===== src/rtl/rf_wb_scheduler.sv =====
// rf_wb_scheduler: round-robin writeback arbiter for the single regfile write port
// plus a 32-entry busy scoreboard that decode uses to stall on pending destinations.
module rf_wb_scheduler #(
    parameter int NUM_REQ = 3
) (
    input  logic                  clock,
    input  logic                  reset_n,
    input  logic [NUM_REQ-1:0]    req_valid,
    output logic [NUM_REQ-1:0]    req_ready,
    input  logic [NUM_REQ*5-1:0]  req_addr,
    input  logic [NUM_REQ*32-1:0] req_data,
    output logic                  rf_we,
    output logic [4:0]            rf_rd_addr,
    output logic [31:0]           rf_rd_data,
    input  logic                  rsv_valid,
    input  logic [4:0]            rsv_addr,
    output logic                  rsv_ready,
    input  logic [4:0]            rs1_addr,
    input  logic [4:0]            rs2_addr,
    output logic                  rs1_busy,
    output logic                  rs2_busy,
    output logic [31:0]           busy_mask
);
    localparam int PW = (NUM_REQ > 1) ? $clog2(NUM_REQ) : 1;

    logic [PW-1:0] ptr, gnt_idx, cand;
    logic          gnt_any;
    logic [4:0]    addr_a [NUM_REQ];
    logic [31:0]   data_a [NUM_REQ];
    logic [4:0]    gnt_addr;
    logic [31:0]   gnt_data;
    logic [31:0]   busy, busy_nxt, clr, set;

    for (genvar i = 0; i < NUM_REQ; i++) begin : g_slice
        assign addr_a[i] = req_addr[5*i +: 5];
        assign data_a[i] = req_data[32*i +: 32];
    end

    // Scan starts one past the last winner so every requester gets a turn.
    always_comb begin
        gnt_any = 1'b0;
        gnt_idx = ptr;
        cand    = '0;
        for (int k = 1; k <= NUM_REQ; k++) begin
            cand = PW'((int'(ptr) + k) % NUM_REQ);
            if (!gnt_any && req_valid[cand]) begin
                gnt_any = 1'b1;
                gnt_idx = cand;
            end
        end
    end

    assign req_ready = gnt_any ? (NUM_REQ'(1) << gnt_idx) : '0;
    assign gnt_addr  = addr_a[gnt_idx];
    assign gnt_data  = data_a[gnt_idx];

    assign rsv_ready = !busy[rsv_addr] || rsv_addr == 5'd0;

    // Set is applied after clear so a reservation landing on a committing write wins.
    always_comb begin
        clr      = rf_we ? (32'd1 << rf_rd_addr) : 32'd0;
        set      = (rsv_valid && rsv_ready && rsv_addr != 5'd0) ? (32'd1 << rsv_addr) : 32'd0;
        busy_nxt = (busy & ~clr) | set;
    end

    always_ff @(posedge clock or negedge reset_n) begin
        if (!reset_n) begin
            ptr        <= PW'(NUM_REQ - 1);
            rf_we      <= 1'b0;
            rf_rd_addr <= 5'd0;
            rf_rd_data <= 32'd0;
            busy       <= 32'd0;
        end else begin
            rf_we <= gnt_any && gnt_addr != 5'd0;
            if (gnt_any) begin
                ptr        <= gnt_idx;
                rf_rd_addr <= gnt_addr;
                rf_rd_data <= gnt_data;
            end
            busy <= busy_nxt;
        end
    end

    assign busy_mask = busy;
    assign rs1_busy  = busy[rs1_addr];
    assign rs2_busy  = busy[rs2_addr];
endmodule


===== config.mk =====
export PLATFORM = sky130hd
export DESIGN_NAME = rf_wb_scheduler
export DESIGN_NICKNAME = d
export VERILOG_FILES = /design/src/rtl/rf_wb_scheduler.sv
export SDC_FILE = /design/constraint.sdc
export NUM_CORES = 1
export LEC_CHECK = 0
export ABC_AREA = 1
export CORE_MARGIN = 4
export CORE_UTILIZATION = 30
export DETAILED_ROUTE_END_ITERATION = 12
export PLACE_DENSITY = 0.7
export RECOVER_POWER = 100
export SKIP_CTS_REPAIR_TIMING = 1
export SYNTH_ARGS = -nofsm -noshare
export SYNTH_HDL_FRONTEND = slang
export SYNTH_SLANG_ARGS = --single-unit

===== constraint.sdc =====
create_clock -name clock -period 2.96 [get_ports clock]
set_input_delay 0.74 -clock clock [delete_from_list [all_inputs] [get_ports clock]]
set_output_delay 0.74 -clock clock [all_outputs]
set_load 0.05 [all_outputs]

Word-level counts from Yosys, hierarchy flattened
Cells that the tools add are included.

Flip-flop bits (word level): 72. Input port bits: 132. Output and inout bits: 76. Word-level logic and storage cells: 64.

Add/subtract/negate cells: 3. Divide/modulo/power cells: 3. Magnitude comparators: 7. Shift-type cells: 3. Mux-type cells: 27. Bitwise logic cells: 4. Reductions and logical operators: 12.

Operators with widths (number): 32-bit 2-to-1 mux (4); 32-bit by 3-bit remainder unit with 32-bit output, second input constant (3); 32-bit binary-select mux with 2-bit select (1); 1-bit by 5-bit << shifter with 32-bit output, first input constant (2); 32-bit bitwise AND (1); 32-bit inverter (1); 32-bit OR (1); 5-bit by 6-bit less-than comparator with 1-bit output, second input constant (3); 1-bit binary-select mux with 5-bit select (3); 5-bit binary-select mux with 2-bit select (1); 5-bit 2-to-1 mux (2); 5-bit nonzero test (2); 2-bit by 3-bit less-than comparator with 1-bit output, second input constant (3); 1-bit 2-to-1 mux (9); 2-bit by 2-bit adder with 3-bit output, second input constant (2); 1-bit binary-select mux with 2-bit select (3); 2-bit 2-to-1 mux (3); 1-bit logical AND (5); 5-bit logical NOT (1); 2-bit by 1-bit adder with 3-bit output, second input constant (1); 3-bit >= comparator, second input constant (1); 1-bit logical NOT (3); 3-bit 2-to-1 mux (1); 2-bit inverter with 3-bit output (1); 2 further kinds (2).

Longest topological paths before layout
Depth after elaboration: 17. Depth in mapped cells: 18. Depth with buffers taken out: 18.

Worst setup path before layout
OpenSTA, ideal clock, no wires.

Path type: reg-to-output. Start: register ptr[0]. End: output port req_ready[0]. Arrival: 2.771 ns. Required time: 2.220 ns. Path slack: -0.551 ns. Cell stages (with the launch flop): 13. Path buffers: 1. Path through: dfrtp_1 > inv_1 > ha_1 > inv_2 > nand2_2 > nand3_2 > nand2_4 > nand3_4 > clkinv_4 > nand2_4 > nand2_8 > buf_6 > nor3_1.

Cells in the longest elaborated chain, start to end: 13. Elaborated cells between the ends (all ways): 24. Those cells by class: add/sub (3); div (3); shift (1); mux (13); reduce/logical (4).

Ends and longest elaborated chain: start, declared (RTL line 26) `logic [PW-1:0] ptr, gnt_idx, cand;`; start signal, assigned (RTL line 68) `ptr <= PW'(NUM_REQ - 1);`; start signal, assigned (RTL line 76) `ptr <= gnt_idx;`; 2-bit by 1-bit adder with 3-bit output (RTL line 45) `cand = PW'((int'(ptr) + k) % NUM_REQ);`; 32-bit by 3-bit remainder unit with 32-bit output (RTL line 45); 1-bit binary-select mux with 2-bit select (RTL line 46) `if (!gnt_any && req_valid[cand]) begin`; 1-bit 2-to-1 mux (implied by the code) (RTL line 46); 1-bit 2-to-1 mux (RTL line 46); 1-bit logical NOT (RTL line 46); 1-bit logical AND (RTL line 46); 1-bit 2-to-1 mux (RTL line 46); 1-bit logical NOT (RTL line 46); 1-bit logical AND (RTL line 46); 2-bit 2-to-1 mux (RTL line 46); 1-bit by 2-bit << shifter with 3-bit output (RTL line 53) `assign req_ready = gnt_any ? (NUM_REQ'(1) << gnt_idx) : '0;`; 3-bit 2-to-1 mux * (RTL line 53); end, declared (RTL line 9) `output logic [NUM_REQ-1:0] req_ready,`.

Mark *: on every way between the ends. The rest lies on a longest branch, timed or not. The select of a mux whose other input is x is not followed.

Worst setup path after layout
Start: register ptr[1]. End: output port req_ready[0].

The elaborated chain is that of the path after synthesis.

==> qor.yml <==
status: "finished, violations left"
violations: "max-capacitance violations, max-slew violations, negative setup slack"
first_pass_iters: 5
tightest_slew_ps: 1850
drtIter0Drc: 404
wl_per_cell_um: 16.9
start_util_pct: 31.1
finalHoldViolCount: 0
gp_routability_congestion: 0.942
cp_max_fo: 8
antenna_found_initial: 0
pre_cts_slack_ps: -215
setup_viol: 3
critical_path_class: "reg -> out"
min_path_type: "reg -> reg"
end_kind: "primary output"
met1_usage_pct: 23.2
viasPerCell: 5.07
fp.coreArea_sq_um: 16800
netlist.area_leader.share_pct: 34.0
grt_first_pass_wirelength_mm: 29.9
row_count: 47
rsz0062_at_grt: "yes"
setup_slack_ps: -89.1
drv_cap: 1
max_freq_ghz: 0.328
area_delta_synth_final_pct: 60.4
use_met2_pct: 31.0
grt_util_all_layers_pct: 19.0
grt_pass1_vias: 5611
cts_made_buffers: 9
synth.distinct_cells: 42
fin_nets: 1083
min_period_ps: 3050
netlist_area_sq_um: 5220
syn_inst: 707
die_x_um: 140
io_buffer_count: 207
worstPathRequired_ps: 2220
ys_seq_elements: 72
die_area_sq_um: 19600
grt_max_degree: 73
worstSkewPairLatency_ps: 340
cts_tree: "done"
ctsHtreeMaxLevel: 3
die_y_um: 140
use_met3_pct: 5.83
grt_busiest_layer: "met2"
cts_max_path_buffers: 2
start_kind: "flip-flop"
layout-drive-gt1-share_pct: 18.5
max-slew-margin-rel_pct: -23.4
final_cell_mix: "clkdlybuf4s50_1, nand2_1, nand3_1"
clk_pin_slew_ps: 60
drt-total-wl_mm: 19.8
synth_warnings: 0
maxSlewViolCount: 73
multi_input_area_sq_um: 3140
syn_nets: 843
yosys.area.top_type: "dfrtp_1"
globalRouteOverflowTotal: 0
cts_root_buf: "clkbuf_16"
num-fill-cells: 1626
seq_area_sq_um: 1800
io_pins: 208
ys_seq_area_share_pct: 34.5
yosys-top-cells-area: "dfrtp_1, nand2_1, nand3_1"
post-route-period-util_pct: 103
final_common_cell: "clkdlybuf4s50_1"
drcViolationCount: 0
dp_hpwl_mm: 15.1
cts.sink_count: 72
critPathArrivalTime_ps: 2310
skew_ps: 5.39
dr_total_vias: 5944
syn_area_per_cell_sq_um: 7.39
ant_nets: 0
==> through the flow <==
step / util (%) / std cells / hold slack [ps] / instance area, sq um / TNS [ps]
final: 49.8 / 1173 / 494 / 8380 / -129
after global routing: 49.8 / 1172 / 521 / 8380 / -392
after CTS: 48.3 / 1158 / 500 / 8120 / -1200
after detailed placement: 46.3 / 1142 / 484 / 7790 / -1070
after global placement: 46.3 / 1142 / 482 / 7790 / -912
after floorplan: - / 707 / 444 / 5250 / -125
==> synth_stat cells, drive strengths merged <==
cell type / number
o221ai: 7
mux2i: 2
nand3b: 1
ha: 4
nor3: 5
o22ai: 6
a21oi: 13
nand3: 105
inv: 49
buf: 17
dfstp: 1
or2: 32
o21ai: 65
a211oi: 2
clkbuf: 18
clkinv: 4
nand4: 9
dfrtp: 71
o31ai: 1
nor2: 50
nand2: 200
o211ai: 36
a22oi: 3
a31oi: 2
a32oi: 4
==> layer usage <==
metal | up-vias | wire [um]
met5 | - | 0
met4 | 0 | 686
met3 | 46 | 1950
met2 | 302 | 9350
met1 | 2708 | 7780
li1 | 2888 | -
==> final timing paths <==
check                               from              to  slack (ps)  depth (start not counted)
setup / recovery                  ptr[1]    req_ready[0]         -90                         11
max in group asynchronous        reset_n  rf_rd_data[13]         960                          1
setup reg to reg                  ptr[1]   rf_rd_data[6]         390                         13
min in group asynchronous        reset_n   busy_mask[16]         900                          1
hold / removal             rf_rd_data[7]   rf_rd_data[7]         490                          2
hold reg to reg            rf_rd_data[7]   rf_rd_data[7]         490                          2
==> flip-flops by register name, indices dropped and copies added (netlist names) <==
name and count:
busy_mask 32, ptr 2, rf_rd_addr 5, rf_rd_data 32, rf_we 1
==> logic make-up after synthesis <==
group | Yosys count | synth area share, %
buf+inv | 88 | 7.81
flops | 72 | 34.5
compound gates | 139 | 19.2
simple gates | 402 | 37.1
fa+ha+maj | 4 | 0.958
mux | 2 | 0.383
==> area by class of cell <==
type / instances / area share, %
Inverter: 53 / 2.54
Sequential cell: 72 / 21.5
Antenna cell: 1 / 0.0299
Clock buffer: 9 / 2.69
Multi-Input combinational cell: 547 / 37.5
Clock inverter: 7 / 1.22
Timing Repair Buffer: 264 / 31.2
Tap cell: 220 / 3.29
==> worst max-delay path, stage by stage (launching register included) <==
cell      delay [ps]
dfstp_2          590
ha_4             250
inv_4             90
nand2_2           80
nand3_4           80
nand2_4           90
nand3_4          170
clkinv_4         100
nand2_4          100
nand2_8           60
nor3_4           170
buf_6            190
Power is left out: the tool's default activity adds up to more than one toggle a clock period on the data nets, which glitch-free logic cannot reach.
==> patch: new RTL, same flow settings <==
`NUM_REQ`: 3 -> 2.
--- a/src/rtl/rf_wb_scheduler.sv
+++ b/src/rtl/rf_wb_scheduler.sv
@@ -3,3 +3,3 @@
 module rf_wb_scheduler #(
-    parameter int NUM_REQ = 3
+    parameter int NUM_REQ = 2
 ) (
Ports: changed (resized req_addr, req_data, req_ready and req_valid); port bits go from 208 to 169. No check against the original RTL was run, so the function may have changed too.
==> patch against the original RTL <==
  * Area after synthesis down 20%
  * Clock skew increased by 0.0024 ns
  * Final area shrank 22%
  * Highest routed layer unchanged
  * Sequential cell count decreased by 1
  * Wire length is 22% lower
  * The run ends with capacitance limit, slew limit left
  * Worst setup slack gained 0.13 ns
  * Largest cell class unchanged
  * Die area down 19%
==> patch: results (changes against the original RTL) <==
{| class="wikitable"
! Metric !! Value
|-
| Setup slack of the most critical reg-to-reg path || 1.00 ns (was 0.39 ns)
|-
| Synth top cells by count || nand2_1 (209), nand3_1 (90), dfrtp_1 (70) (was nand2_1 (189), nand3_1 (92), dfrtp_1 (71))
|-
| Layout Nets || 871 (was 1,083)
|-
| Antenna diode count || 0 (was 1)
|-
| Result of the run || finished with violations (unchanged)
|-
| Mean cell area of the mapped netlist || 7.01 sq um (was 7.39 sq um)
|-
| Number of port buffers || 168 (was 207)
|-
| Final Skew || 0.00777 ns (was 0.00539 ns)
|-
| Count of max-cap constraint violations || 1 (unchanged)
|-
| Wirelength per Cell || 16.2 um (was 16.9 um)
|-
| Number of detailed-route iterations in the first pass || 5 (unchanged)
|-
| Seq/Total Area, Yosys || 42.5% (was 34.5%)
|-
| Cell at the root of the clock tree || clkbuf_16 (unchanged)
|-
| Worst slack on hold paths || 0.485 ns (was 0.494 ns)
|-
| Violations in the final reports || capacitance limit, slew limit (was capacitance limit, slew limit, setup timing)
|-
| Detail-routed via count per cell || 5.06 (was 5.07)
|-
| Max Slew Vio Count || 72 (was 73)
|-
| Fraction of layout cells with a size suffix above 1 || 8.46% (was 18.5%)
|-
| Routed wire length on met2 || 6870 um (was 9350 um)
|-
| Last weighted congestion value of the routability-driven placer || 0.900 (was 0.942)
|-
| Fraction of post-synthesis cell area in the top cell type by area || 41.9% (was 34.0%)
|-
| Pre-CTS WS || -0.0646 ns (was -0.215 ns)
|-
| Min Clock Period, post-route || 2.92 ns (was 3.05 ns)
|-
| Number of placed instances, taps included || 940 (was 1,142)
|-
| Pin count of the biggest net entering global routing || 72 (was 73)
|-
| WP data arrival || 2.18 ns (was 2.31 ns)
|-
| Syn nets || 691 (was 843)
|-
| Starting DRC count in detailed routing || 393 (was 404)
|-
| Gr usage total || 18.9% (was 19.0%)
|-
| Maximum net fanout on the critical path || 5 (was 8)
|-
| Final setup viols || 0 (was 3)
|-
| Routed metal-1 wirelength || 6470 um (was 7780 um)
|-
| Final HPWL from detailed placement || 11,600 um (was 15,100 um)
|-
| Final Routed Wirelength || 15,500 um (was 19,800 um)
|-
| Layout filler cell count || 1,362 (was 1,626)
|-
| Max_slew headroom || -18.5% (was -23.4%)
|-
| Via count of the first global-routing pass || 4,574 (was 5,611)
|-
| Met3 wirelength from detailed routing || 1930 um (was 1950 um)
|-
| Wire length of the first global-routing pass || 24,300 um (was 29,900 um)
|-
| Leading post-synthesis cells by cell area || dfrtp_1 (42%), nand2_1 (19%), nand3_1 (11%) (was dfrtp_1 (34%), nand2_1 (14%), nand3_1 (8.8%))
|}
## patch: cell types whose count changed after synthesis, moves of 6 or more
cell      delta
nand3_2     -11
inv_1       -18
nor3_1      +14
nand2_1     +20
or2_0       -29
a21oi_1      -7
o211ai_1     -7
o211ai_2    -29
o21bai_1     +6
## patch: cell type report
class	instances	area share, %
flip-flops and latches	71	27.3
clock buffers	12	3.63
repair buffers	203	30.9
clock inverters	2	0.154
well taps	176	3.38
multi-input cells	465	33.0
inverters	27	1.56
## patch: path summary, 6_finish.rpt
check / to / from / cells past startpoint
max reg2reg: busy_mask[15] / busy_mask[24] / 12
min reg2reg: rf_rd_data[14] / rf_rd_data[14] / 2
min in group asynchronous: rf_rd_data[25] / reset_n / 1
max: rs1_busy / rs1_addr[2] / 7
max in group asynchronous: busy_mask[16] / reset_n / 1
min: rf_rd_data[14] / rf_rd_data[14] / 2
## patch: critical path, cell delays in order
cell and delay (ns):
clkdlybuf4s50_1 0.62, inv_1 0.15, o221ai_1 0.10, nand3_1 0.14, nand3_1 0.09, o21a_1 0.19
buf_12 0.15
## patch: routing by layer
layer | vias to the layer above | track usage (%)
met5 | - | 0
met4 | 0 | 4.73
met3 | 14 | 6.94
met2 | 273 | 29.2
met1 | 2194 | 25.2
li1 | 2358 | -
## patch: logic make-up (layout without fill, tap and decap cells)
logic type	Yosys count	count (layout)	share of synthesized area [%]
simple gates	368	368	37.0
compound gates	92	92	12.8
flops	71	71	42.5
buf+inv	61	244	6.55
mux	5	5	1.20
## patch: metrics by stage
| stage | total power [mW] | cell area, sq um |
|---|---|---|
| 6_report | 5.35 | 6510 |
| 5_1_grt | 5.63 | 6510 |
| 4_1_cts | 5.50 | 6470 |
| 3_5_place_dp | 4.55 | 6220 |
| 3_3_place_gp | 4.54 | 6220 |
| 2_1_floorplan | 3.32 | 4180 |
## patch: power by group
part / internal [mW] / total [mW] / switching [mW]
registers: 1.27 / 1.78 / 0.505
clock network: 0.555 / 0.930 / 0.376
logic: 0.846 / 2.65 / 1.80
total: 2.67 / 5.35 / 2.68
